**src/rtl/pwm_pkg.sv**
```systemverilog
// Shared definitions for the multi-channel PWM block.
// Default counter width, channel count and counter direction.
package pwm_pkg;

  localparam int CW_DEF  = 8;
  localparam int NCH_DEF = 4;

  typedef enum logic {
    UP   = 1'b0,
    DOWN = 1'b1
  } dir_t;

endpackage

```
**src/rtl/pwm_cmp.sv**
```systemverilog
// One PWM channel: compare shared count against duty, register result.
// Ports: clk, rst (sync, high), en, count, duty -> pwm (registered).
module pwm_cmp import pwm_pkg::*; #(
  parameter int CW = CW_DEF
) (
  input  logic          clk,
  input  logic          rst,
  input  logic          en,
  input  logic [CW-1:0] count,
  input  logic [CW-1:0] duty,
  output logic          pwm
);

  always_ff @(posedge clk) begin
    if (rst) begin
      pwm <= 1'b0;
    end else begin
      pwm <= en && (count < duty);
    end
  end

endmodule

```
**src/rtl/pwm_multi.sv**
```systemverilog
// Multi-channel PWM with shared counter and boundary-synchronous reload.
// Ports: clk, rst, en, period, duty, load -> pending, update,
// period_end, pwm_out. Macro PWM_CENTER_ALIGN_EN adds input center.
module pwm_multi import pwm_pkg::*; #(
  parameter int CW  = CW_DEF,
  parameter int NCH = NCH_DEF
) (
  input  logic              clk,
  input  logic              rst,
`ifdef PWM_CENTER_ALIGN_EN
  input  logic              center,
`endif
  input  logic              en,
  input  logic [CW-1:0]     period,
  input  logic [NCH*CW-1:0] duty,
  input  logic              load,
  output logic              pending,
  output logic              update,
  output logic              period_end,
  output logic [NCH-1:0]    pwm_out
);

  logic [CW-1:0]     count;
  logic [CW-1:0]     count_n;
  logic [CW-1:0]     act_per;
  logic [CW-1:0]     stg_per;
  logic [NCH*CW-1:0] act_duty;
  logic [NCH*CW-1:0] stg_duty;
  logic              pend;
  logic              upd;
  logic              at_end;
  logic              bnd;
  logic              commit;

`ifdef PWM_CENTER_ALIGN_EN
  logic              act_ctr;
  logic              stg_ctr;
  logic              nxt_ctr;
  logic [CW-1:0]     nxt_per;
  dir_t              dir;
  dir_t              dir_n;

  // Center cycle ends on count 0 reached while counting down.
  always_comb begin
    at_end = 1'b0;
    if (act_ctr) begin
      at_end = (act_per == '0) ||
               (count == '0 && dir == DOWN);
    end else begin
      at_end = (count == act_per);
    end
  end
`else
  always_comb begin
    at_end = (count == act_per);
  end
`endif

  // A disabled block treats every clock as a boundary.
  assign bnd    = !en || at_end;
  assign commit = bnd && pend;

`ifdef PWM_CENTER_ALIGN_EN
  assign nxt_ctr = commit ? stg_ctr : act_ctr;
  assign nxt_per = commit ? stg_per : act_per;

  always_comb begin
    count_n = '0;
    dir_n   = UP;
    if (en && !at_end) begin
      if (!act_ctr) begin
        count_n = count + 1'b1;
      end else if (dir == UP && count == act_per) begin
        count_n = count - 1'b1;
        dir_n   = DOWN;
      end else if (dir == UP) begin
        count_n = count + 1'b1;
      end else begin
        count_n = count - 1'b1;
        dir_n   = DOWN;
      end
    end else if (en) begin
      // Center-to-center wrap skips the repeated 0.
      if (act_ctr && nxt_ctr && nxt_per != '0) begin
        count_n = {{(CW-1){1'b0}}, 1'b1};
      end
    end
  end
`else
  always_comb begin
    count_n = '0;
    if (en && !at_end) begin
      count_n = count + 1'b1;
    end
  end
`endif

  always_ff @(posedge clk) begin
    if (rst) begin
      count    <= '0;
      act_per  <= '0;
      stg_per  <= '0;
      act_duty <= '0;
      stg_duty <= '0;
      pend     <= 1'b0;
      upd      <= 1'b0;
    end else begin
      count <= count_n;
      upd   <= commit;
      if (commit) begin
        act_per  <= stg_per;
        act_duty <= stg_duty;
      end
      // A load always stages; it wins over a same-cycle commit clear.
      if (load) begin
        stg_per  <= period;
        stg_duty <= duty;
        pend     <= 1'b1;
      end else if (commit) begin
        pend <= 1'b0;
      end
    end
  end

`ifdef PWM_CENTER_ALIGN_EN
  always_ff @(posedge clk) begin
    if (rst) begin
      act_ctr <= 1'b0;
      stg_ctr <= 1'b0;
      dir     <= UP;
    end else begin
      dir <= dir_n;
      if (commit) begin
        act_ctr <= stg_ctr;
      end
      if (load) begin
        stg_ctr <= center;
      end
    end
  end
`endif

  assign pending    = pend;
  assign update     = upd;
  assign period_end = en && !rst && at_end;

  for (genvar i = 0; i < NCH; i++) begin : g_ch
    pwm_cmp #(
      .CW(CW)
    ) u_cmp (
      .clk  (clk),
      .rst  (rst),
      .en   (en),
      .count(count),
      .duty (act_duty[i*CW +: CW]),
      .pwm  (pwm_out[i])
    );
  end

endmodule

```
**config.mk**
```make
export PLATFORM = sky130hd
export DESIGN_NAME = pwm_multi
export DESIGN_NICKNAME = d
export VERILOG_FILES = /design/src/rtl/pwm_pkg.sv /design/src/rtl/pwm_cmp.sv /design/src/rtl/pwm_multi.sv
export SDC_FILE = /design/constraint.sdc
export NUM_CORES = 1
export LEC_CHECK = 0
export CAP_MARGIN = 20
export CORE_MARGIN = 2
export CORE_UTILIZATION = 45
export CTS_CLUSTER_SIZE = 8
export DETAILED_ROUTE_END_ITERATION = 8
export PLACE_DENSITY = 0.77
export REMOVE_ABC_BUFFERS = 1
export SLEW_MARGIN = 15
export SYNTH_ARGS = -nofsm -noshare
export SYNTH_HDL_FRONTEND = slang
export SYNTH_SLANG_ARGS = --single-unit
```
**constraint.sdc**
```tcl
create_clock -name clk -period 3.12 [get_ports clk]
set_clock_uncertainty 0.05 [all_clocks]
set_input_delay 0.936 -clock clk [delete_from_list [all_inputs] [get_ports clk]]
set_output_delay 0.936 -clock clk [all_outputs]
set_load 0.1 [all_outputs]
```
==> flow_summary.json, run 1 <==
{
  "status": "finished clean",
  "switching_share": 0.252,
  "port_buffers": 50,
  "p_comb_frac": 0.142,
  "ys_seq_area_frac": 0.434,
  "antenna_cells": 0,
  "grt_pass1_vias": 3090,
  "grt_pass1_wl_um": 13700,
  "finalHoldViolCount": 0,
  "worst-setup-path-type": "input pin to output pin",
  "final_util": 0.558,
  "p_sw_mw": 0.612,
  "maxSlewHeadroom": 0.433,
  "antenna_found_initial": 0,
  "clk_pin_slew_worst_paths_ns": 0.08,
  "die_w_um": 102,
  "clock-sinks": 94,
  "fin_cells": 642,
  "num_rows": 35,
  "ir_worst_vdd_mv": 0.190,
  "routabilityCongestion": 0.864,
  "dp_hpwl_um": 5750,
  "cts_buffer_depth": 2,
  "fin_crit_ns": 3.05,
  "worstSetupEndpointType": "output pin",
  "fin_crit_sh": 0.978,
  "ys_types": 29,
  "grt.overflow.total": 0,
  "die_area_um2": 10400,
  "layout_commonest_cell": "dfxtp_1",
  "post_drt_wl_per_cell_um": 12.7,
  "hp-class": "flip-flop to flip-flop",
  "core-area_um2": 9280,
  "drtIter0Drc": 116,
  "synthToLayoutAreaGrowth_pct": 19.5,
  "worstPathRequired_ns": 2.13,
  "cap_violations": 0,
  "dr_total_vias": 3246,
  "track_usage": 0.166,
  "drive_gt1_frac": 0.0741,
  "htree_num_levels": 3,
  "arrival_ns": 2.06,
  "ctsRootBufferMaster": "clkbuf_8",
  "first_pass_iters": 4,
  "synth.avg_cell_area_um2": 9.27,
  "sequentialPowerShare": 0.525,
  "p_clk_frac": 0.334,
  "cts-buffers-inserted": 9,
  "dp.cells": 626,
  "ys_warn_count": 0,
  "ys_ff_latch": 94,
  "slew_violations": 0,
  "drc_errors": 0,
  "initial_core_util": 0.467,
  "power_density_nw_per_um2": 468,
  "syn_inst": 468,
  "clock_latency_ns": 0.35,
  "max_freq_mhz": 328,
  "vias_per_cell": 5.06,
  "ios": 51,
  "final_cell_mix": "93 x dfxtp_1, 54 x nor2_1, 43 x and3_1",
  "tritoncts": "yes",
  "cts_setup_buffers": 0,
  "drtAntennaViolNets": 0,
  "wl_um": 8170,
  "setup_viol": 0,
  "critPathLaunchType": "input pin",
  "grt_max_degree": 83,
  "max_slew.worst_pin.slew_ns": 0.847,
  "leakage_nw": 2.32,
  "netlist_area_um2": 4340,
  "layout.nets": 581,
  "rsz0062_at_grt": "false",
  "die_h_um": 102,
  "critPathMaxFanout": 2,
  "internal-power_mw": 1.82
}
## metal layers
layer,global-route usage,up-vias,wire length [µm]
li1,-,1685,-
met1,0.212,1482,4030
met2,0.265,61,3680
met3,0.0287,18,259
met4,0.0933,0,193
met5,0,-,0
## worst max-delay path, cell delays in order
cell and delay [ns]:
clkdlybuf4s50_1 0.54, nand2_1 0.09, nor3_1 0.19, buf_4 0.15, buf_12 0.16
## synthesized netlist by cell type
cell type / n / area share
o21a_1: 41 / 0.071
dfxtp_1: 94 / 0.43
xnor2_1: 12 / 0.024
nand2b_1: 4 / 0.0058
and3_1: 43 / 0.062
xor2_1: 2 / 0.0040
mux2i_1: 40 / 0.092
o21ai_0: 3 / 0.0035
a21o_1: 6 / 0.010
ha_1: 29 / 0.084
clkinv_1: 1 / 0.00086
o21ai_2: 1 / 0.0020
buf_2: 7 / 0.0081
clkbuf_2: 5 / 0.0058
nand4_1: 9 / 0.013
nor4_1: 3 / 0.0043
nand2_1: 2 / 0.0017
a21oi_1: 31 / 0.036
nand3_1: 2 / 0.0023
nor3_1: 5 / 0.0058
a211oi_1: 4 / 0.0069
o21bai_1: 1 / 0.0017
buf_1: 1 / 0.00086
buf_4: 4 / 0.0069
nor2_1: 54 / 0.047
a21boi_0: 12 / 0.021
clkbuf_1: 18 / 0.016
a2111oi_0: 1 / 0.0020
inv_1: 33 / 0.029
## power groups by stage
| stage | clock network (mW) | registers, mW | logic (mW) |
|---|---|---|---|
| 2_1_floorplan | 0 | 1.34 | 0.152 |
| 3_3_place_gp | 0 | 1.30 | 0.338 |
| 3_5_place_dp | 0 | 1.30 | 0.345 |
| 4_1_cts | 0.832 | 1.27 | 0.347 |
| 5_1_grt | 0.877 | 1.28 | 0.376 |
| 6_report | 0.810 | 1.27 | 0.344 |
## per-stage QoR
| step | setup WS, ns | hold slack (ns) | instance area [µm²] | total power [mW] | TNS, ns |
|---|---|---|---|---|---|
| detailed placement | 0.0281 | 0.427 | 4980 | 1.65 | 0 |
| finish | 0.0695 | 0.442 | 5180 | 2.43 | 0 |
| global route | 0.0259 | 0.461 | 5180 | 2.53 | 0 |
| global placement | 0.0246 | 0.417 | 4980 | 1.64 | 0 |
| floorplan | -1.55 | 0.402 | 4180 | 1.49 | -1.55 |
| CTS | 0.0249 | 0.447 | 5180 | 2.45 | 0 |
## final timing paths
path	startpoint	end	slack [ns]	cells past startpoint
worst min register to register	stg_per[3]$_SDFFE_PP0P_	stg_per[3]$_SDFFE_PP0P_	0.44	2
worst min-delay path	stg_per[3]$_SDFFE_PP0P_	stg_per[3]$_SDFFE_PP0P_	0.44	2
worst max-delay path	en	period_end	0.07	5
worst max register to register	count[3]$_SDFF_PP0_	act_per[0]$_SDFFE_PP0P_	0.66	6
## cells by family after synthesis
kind of cell / after synthesis / share of synthesized area
DFF: 94 / 0.434
and+or+nand+nor: 122 / 0.142
xor gates and xnor gates: 14 / 0.0283
buffers and inverters: 69 / 0.0666
adders and majority gates: 29 / 0.0836
muxes: 40 / 0.0923
AOI/OAI and AO/OA: 100 / 0.154
## repair_timing
action,4_1_cts,5_1_grt
endpoints found under the hold margin,0,0
hold buffers,0,0
gates resized for setup,0,1
setup endpoints to repair,0,1
## flip-flops by register name, indices dropped and copies added (netlist names)
register        flops
act_duty           32
act_per             8
count               8
g_ch.u_cmp.pwm      4
pending             1
stg_duty           32
stg_per             8
update              1
## area by class of cell
cell class | instances | area (µm²)
fillers | 836 | 4100
multi-input cells | 305 | 2180
flip-flops and latches | 94 | 1880
repair buffers | 64 | 636
well taps | 129 | 161
clock buffers | 13 | 159
inverters | 34 | 128
clock inverters | 3 | 42.5
Power figures use the tool's default switching activity.
==> inputs of run 2 (changes only) <==
--- a/config.mk
+++ b/config.mk
@@ -6,7 +6,6 @@
 export NUM_CORES = 1
 export LEC_CHECK = 0
 export CAP_MARGIN = 20
-export CORE_MARGIN = 2
 export CORE_UTILIZATION = 45
 export CTS_CLUSTER_SIZE = 8
 export DETAILED_ROUTE_END_ITERATION = 8
==> run 2 against run 1 <==
  * Non-clock buffer count fell by 1
  * Design area shrank 0.99%
  * Routed wire length up 0.51%
  * Critical path depth down 1
  * Sequential share of layout area grew 0.36 points
  * Register-to-register slack worse by 0.03 ns
  * Worst setup slack improved by 0.010 ns
  * Via count shrank 0.83%
  * Count of clock-buffer cells in the layout decreased by 2
  * Global-route usage up 1.2 points
  * Cell count fell by 0.16%
  * Largest power group unchanged
==> flow_summary.json, run 2 (synthesized netlist as in run 1, its figures left out) <==
{
  "vias_per_cell": 5.02,
  "layout.nets": 580,
  "tns_ns": 0,
  "grt_max_degree": 83,
  "whs_ns": 0.439,
  "grt.overflow.total": 0,
  "largest_registers": "act_duty: 32 flops, stg_duty: 32 flops",
  "switching_share": 0.274,
  "htree_num_levels": 3,
  "worstSetupEndpointType": "output pin",
  "dp.cells": 625,
  "worst-setup-path-type": "input pin to output pin",
  "layout_commonest_cell": "dfxtp_1",
  "worstPathRequired_ns": 2.13,
  "final_cell_mix": "93 x dfxtp_1, 54 x nor2_1, 43 x and3_1",
  "post_drt_wl_per_cell_um": 12.8,
  "p_sw_mw": 0.636,
  "ir_worst_vdd_mv": 0.214,
  "grt_pass1_vias": 3093,
  "num_rows": 35,
  "initial_core_util": 0.467,
  "max_freq_mhz": 329,
  "fin_cells": 641,
  "finalHoldViolCount": 0,
  "antenna_found_initial": 0,
  "cts_buffer_depth": 2,
  "die_area_um2": 10000,
  "holdPathStages": 2,
  "preCtsSetupSlack_ns": -0.0185,
  "p_clk_frac": 0.305,
  "core-area_um2": 9280,
  "synthToLayoutAreaGrowth_pct": 18.3,
  "max_slew.worst_pin.slew_ns": 0.922,
  "wl_um": 8210,
  "status": "finished clean",
  "placed_cell_area_um2": 4960,
  "clock_latency_ns": 0.35,
  "first_pass_iters": 4,
  "track_usage": 0.178,
  "drc_errors": 0,
  "routabilityCongestion": 0.783,
  "tritoncts": "yes",
  "p_total_mw": 2.32,
  "rsz0062_at_grt": "false",
  "holdBufCountCts": 0,
  "dr_total_vias": 3219,
  "leakage_nw": 2.28,
  "ios": 51,
  "clk_pin_slew_worst_paths_ns": 0.08,
  "port_buffers": 50,
  "fin_crit_sh": 0.975,
  "drtIter0Drc": 140,
  "p_comb_frac": 0.147,
  "drtAntennaViolNets": 0,
  "setup_viol": 0,
  "critPathLaunchType": "input pin",
  "r2r_cells": 6,
  "power_density_nw_per_um2": 453,
  "clock-sinks": 94,
  "cap_violations": 0,
  "internal-power_mw": 1.69,
  "sequentialPowerShare": 0.548,
  "critPathMaxFanout": 2,
  "post-route-cell-area_um2": 5130,
  "grt_pass1_wl_um": 14400,
  "drive_gt1_frac": 0.0742,
  "setup_slack_ns": 0.0795,
  "maxSlewHeadroom": 0.383,
  "arrival_ns": 2.05,
  "ctsRootBufferMaster": "clkbuf_8",
  "hp-class": "flip-flop to flip-flop",
  "die_h_um": 100,
  "antenna_cells": 0,
  "fin_crit_ns": 3.04,
  "dp_hpwl_um": 5680,
  "final_util": 0.553,
  "slew_violations": 0,
  "die_w_um": 100,
  "cts-buffers-inserted": 9
}
-- run 2: changes by cell type in the layout (fill, tap and decap cells not counted), sizes merged --
cell,previous run,this run
clkinv,2,3
buf,22,21
clkbuf,13,11
clkdlybuf4s50,41,42
bufinv,1,0
dlymetal6s2s,1,0
clkinvlp,1,3
-- run 2: layer usage --
metal	global-route usage	wire, µm	vias to the layer above
met5	0	0	-
met4	0.0502	87	0
met3	0.0355	263	9
met2	0.296	3800	48
met1	0.234	4060	1484
li1	-	-	1678
-- run 2: critical path: stages --
cell,delay [ns]
clkdlybuf4s50_1,0.53
nand2_1,0.11
nor3_2,0.27
buf_12,0.21
-- run 2: path summary, 6_finish.rpt --
kind	from	endpoint	slack [ns]
setup reg to reg	count[0]$_SDFF_PP0_	act_per[2]$_SDFFE_PP0P_	0.63
setup / recovery	en	period_end	0.08
hold / removal	stg_duty[21]$_SDFFE_PP0P_	stg_duty[21]$_SDFFE_PP0P_	0.44
hold reg to reg	stg_duty[21]$_SDFFE_PP0P_	stg_duty[21]$_SDFFE_PP0P_	0.44
-- run 2: area by class of cell --
type | instances | area, µm²
Inverter | 34 | 128
Timing Repair Buffer | 63 | 613
Clock buffer | 11 | 131
Clock inverter | 5 | 36.3
Multi-Input combinational cell | 305 | 2180
Tap cell | 129 | 161
Fill cell | 863 | 4150
Sequential cell | 94 | 1880
-- run 2: repair_timing --
action | 4_1_cts | 5_1_grt
resized for setup | 1 | 0
setup buffers | 0 | 0
endpoints found under the hold margin | 0 | 0
endpoints found under the setup margin | 1 | 0
-- run 2: power by group through the flow --
stage / registers, mW / clock network (mW) / logic [mW]
final: 1.27 / 0.710 / 0.341
after global routing: 1.28 / 0.785 / 0.374
after CTS: 1.27 / 0.731 / 0.343
after detailed placement: 1.30 / 0 / 0.340
after global placement: 1.30 / 0 / 0.331
after floorplan: 1.34 / 0 / 0.152
==> inputs of run 3 (changes only) <==
--- a/config.mk
+++ b/config.mk
@@ -9,8 +9,10 @@
 export CORE_UTILIZATION = 45
 export CTS_CLUSTER_SIZE = 8
 export DETAILED_ROUTE_END_ITERATION = 8
-export PLACE_DENSITY = 0.77
+export DONT_BUFFER_PORTS = 1
+export PLACE_DENSITY = 0.71
 export REMOVE_ABC_BUFFERS = 1
+export SETUP_SLACK_MARGIN = 0.02
 export SLEW_MARGIN = 15
 export SYNTH_ARGS = -nofsm -noshare
 export SYNTH_HDL_FRONTEND = slang
==> run 3 against run 2 <==
  * Combinational power is 27% lower
  * Critical path depth unchanged
  * Global-route usage shrank 0.40 points
  * Maximum frequency increased by 5.5%
  * Worst setup slack better by 0.16 ns
  * Count of clock-buffer cells in the layout rose by 1
  * Critical path type is now flip-flop to output pin
  * Via count fell by 5.1%
  * Clock power up 6.9%
  * Non-clock buffer count fell by 53
  * Register-to-register slack gained 0.39 ns
  * Routed wire length decreased by 0.77%
==> flow_summary.json, run 3 (synthesized netlist as in run 1, its figures left out) <==
{
  "track_usage": 0.174,
  "initial_core_util": 0.467,
  "leakage_nw": 2.06,
  "rsz0062_at_grt": "false",
  "largest_registers": "act_duty: 32 flops, stg_duty: 32 flops",
  "critPathMaxFanout": 8,
  "grt_pass1_vias": 2892,
  "final_cell_mix": "93 x dfxtp_1, 54 x nor2_1, 43 x and3_1",
  "max_slew.worst_pin.slew_ns": 0.931,
  "ir_worst_vdd_mv": 0.206,
  "drive_gt1_frac": 0.0566,
  "min_from": "stg_per[3]$_SDFFE_PP0P_",
  "post-route-cell-area_um2": 4630,
  "max_freq_mhz": 347,
  "clk_pin_slew_worst_paths_ns": 0.08,
  "worstPathRequired_ns": 2.13,
  "preCtsSetupSlack_ns": 0.432,
  "tritoncts": "yes",
  "cts_buffer_depth": 2,
  "setup_viol": 0,
  "htree_num_levels": 3,
  "vias_per_cell": 5.20,
  "p_total_mw": 2.29,
  "holdBufCountCts": 0,
  "power_density_nw_per_um2": 495,
  "fin_cells": 588,
  "arrival_ns": 1.90,
  "slew_violations": 0,
  "cts_setup_buffers": 0,
  "clock_latency_ns": 0.36,
  "antenna_found_initial": 0,
  "worst-setup-path-type": "flip-flop to output pin",
  "drtIter0Drc": 107,
  "grt.overflow.total": 0,
  "synthToLayoutAreaGrowth_pct": 6.72,
  "clock-sinks": 94,
  "fin_crit_ns": 2.88,
  "ctsRootBufferMaster": "clkbuf_8",
  "holdPathStages": 2,
  "hold-path-endpoint": "stg_per[3]$_SDFFE_PP0P_",
  "routabilityCongestion": 0.884,
  "drc_errors": 0,
  "fin_crit_sh": 0.924,
  "hp-class": "flip-flop to flip-flop",
  "dp_hpwl_um": 5650,
  "die_area_um2": 10000,
  "finalHoldViolCount": 0,
  "final_util": 0.499,
  "reg2reg_from": "count[5]$_SDFF_PP0_",
  "n_fill_cell": 899,
  "grt_max_degree": 49,
  "regArea_um2": 1880,
  "drtAntennaViolNets": 0,
  "cts_resized": 0,
  "cts-buffers-inserted": 9,
  "port_buffers": 0,
  "core-area_um2": 9280,
  "placed_cell_area_um2": 4450,
  "layout_commonest_cell": "dfxtp_1",
  "num_rows": 35,
  "grt_pass1_wl_um": 13800,
  "die_h_um": 100,
  "multi_input_area_um2": 2180,
  "critPathLaunchType": "flip-flop",
  "die_w_um": 100,
  "r2r-end": "act_per[6]$_SDFFE_PP0P_",
  "maxSlewHeadroom": 0.379,
  "layout.nets": 527,
  "r2r_cells": 6,
  "ios": 51,
  "cap_violations": 0,
  "status": "finished clean",
  "wl_um": 8150,
  "first_pass_iters": 4,
  "worstSetupEndpointType": "output pin",
  "dr_total_vias": 3055,
  "setup_slack_ns": 0.238,
  "post_drt_wl_per_cell_um": 13.9,
  "antenna_cells": 0,
  "regToRegSetupSlack_ns": 1.02,
  "dp.cells": 572
}
-- run 3: worst max-delay path by stage --
stage	from	end	slack, ns
after floorplan	rst	period_end	-1.55
after global placement	rst	period_end	0.41
after CTS	count[6]$_SDFF_PP0_	period_end	0.22
final	count[5]$_SDFF_PP0_	period_end	0.24
after global routing	count[3]$_SDFF_PP0_	period_end	0.14
after detailed placement	rst	period_end	0.43
-- run 3: final cells by class --
class	count	share of cell area
repair buffers	10	0.0205
multi-input cells	305	0.471
clock buffers	12	0.0292
well taps	129	0.0349
clock inverters	4	0.0103
inverters	34	0.0276
flip-flops and latches	94	0.407
-- run 3: critical path, cell delays in order, from the launching register on --
cell     delay (ns)
dfxtp_1        0.54
xnor2_1        0.17
nand4_1        0.24
nor3_2         0.37
buf_16         0.21
-- run 3: per-layer routing --
layer | track usage | part of all wire | up-vias
met5 | 0 | 0 | -
met4 | 0.0602 | 0.015 | 0
met3 | 0.0376 | 0.031 | 11
met2 | 0.283 | 0.48 | 42
met1 | 0.228 | 0.47 | 1430
li1 | - | - | 1572
-- run 3: stage by stage --
step	hold WS (ns)	setup TNS, ns
6_report	0.439	0
5_1_grt	0.470	0
4_1_cts	0.446	0
3_5_place_dp	0.425	0
3_3_place_gp	0.418	0
2_1_floorplan	0.402	-1.55
-- run 3: report_power, final --
| part | switching [mW] | internal, mW | total, mW | leakage, nW |
|---|---|---|---|---|
| Clock | 0.390 | 0.369 | 0.759 | 0.0904 |
| Combinational | 0.153 | 0.0961 | 0.249 | 1.20 |
| Sequential | 0.0350 | 1.25 | 1.29 | 0.768 |
| Total | 0.578 | 1.72 | 2.29 | 2.06 |
==> patch, RTL diff (settings of run 1) <==
Put a register stage on the output `pwm_out`. The value now appears one clock later. The other outputs are not delayed to match.
--- a/src/rtl/pwm_multi.sv
+++ b/src/rtl/pwm_multi.sv
@@ -19,6 +19,8 @@
   output logic              period_end,
   output logic [NCH-1:0]    pwm_out
 );
+
+  logic [NCH-1:0] pwm_d;
 
   logic [CW-1:0]     count;
   logic [CW-1:0]     count_n;
@@ -153,8 +155,12 @@
       .en   (en),
       .count(count),
       .duty (act_duty[i*CW +: CW]),
-      .pwm  (pwm_out[i])
+      .pwm  (pwm_d[i])
     );
+  end
+
+  always_ff @(posedge clk) begin
+    pwm_out <= pwm_d;
   end
 
 endmodule
Check against the original RTL: not equivalent (a bounded check fails within 4 cycles, from zero or initial values and one cycle with rst high).
==> patch against run 1 <==
- setup slack improved by 0.063 ns
- sequential cell count grew 4
- area after synthesis grew 1.2%
- first-iteration DRC count increased by 3.4%
- wire length up 3.3%
- fmax grew 2.1%
- total power grew 6.0%
- sequential power grew 5%
- synthesized cell count is the same
- cell area increased by 1.3%
- die area grew 1.1%
- utilization shrank 1.3 points
- critical endpoint unchanged
==> patch: results (changes against run 1) <==
outcome completed; Initial DRC Count 120 (+3.4%); Post-synth top cells 98 x dfxtp_1, 54 x nor2_1, 43 x and3_1; Post-DP Area 0.005029 sq mm (+0.95%); register share of total power 51.7% (-0.8 points); Yosys Warn Count 0 (unchanged); CLK BUF 12 (-1); vias in the first global route 3167 (+2.5%); All-Layer GR Usage 17.44% (+0.85 points); top post-synthesis cells by area dfxtp_1 45%, mux2i_1 9.1%, ha_1 8.3%; P_clk 0.898 mW (+11%); full die area 0.01056 sq mm (+1.1%); Layout Cells excl Fill 645 (+0.47%); share of cells above drive strength 1 6.836% (-0.57 points); static leakage 2.324 nW (+0.26%); fin nets 580 (-0.17%); clk sinks 98 (+4.3%); P_seq 1.33 mW (+5%); Signal buf overhead 11.34% (-0.92 points); Layout clock area frac 4.191% (+0.31 points); H-tree levels 3 (unchanged); dpl hpwl 5.750 mm (about the same); fillers 882 (+5.5%); Repair and plain buffers 59 (-7.8%); M2 GR Usage 28.56% (+2.0 points); first-pass GRT wire length 14.41 mm (+5.2%); Post-Place Worst Slack 0.04957 ns (+0.02150 ns); multi-input logic portion of the cell area 41.51% (-0.45 points); maximum vdd drop 200.1 uV (+5.6%); Worst Path Arrival 2.00 ns (-0.06 ns); storage element area 0.001963 sq mm (+4.3%); dpl cells 629 (+0.48%); Skew-Pair Late Insertion Delay 0.37 ns (+0.02 ns); Routability Congestion 0.8315 (-3.8%); Yosys cell types 28 (-3.4%)
==> patch: layer usage <==
metal / wire (microns) / up-vias
met5: 0 / -
met4: 198 / 0
met3: 305 / 15
met2: 3993 / 51
met1: 3942 / 1508
li1: - / 1684
==> patch: kinds of logic (layout without fill, tap and decap cells) <==
logic type,count (synthesis),in the layout,synth area share (%)
DFF,98,98,44.70
adders and majority gates,29,29,8.267
xor gates and xnor gates,14,14,2.794
AOI/OAI and AO/OA,100,100,15.22
buffers and inverters,65,109,5.900
muxes,40,40,9.122
and+or+nand+nor,122,122,14.00
==> patch: final timing paths <==
kind | from | endpoint | slack, ns | cells past startpoint
max reg2reg | count[6]$_SDFF_PP0_ | act_per[0]$_SDFFE_PP0P_ | 1.05 | 6
max | rst | period_end | 0.13 | 6
min reg2reg | g_ch[3].u_cmp.pwm$_SDFF_PP0_ | pwm_out[3]$_DFF_P_ | 0.29 | 0
min | g_ch[3].u_cmp.pwm$_SDFF_PP0_ | pwm_out[3]$_DFF_P_ | 0.29 | 0
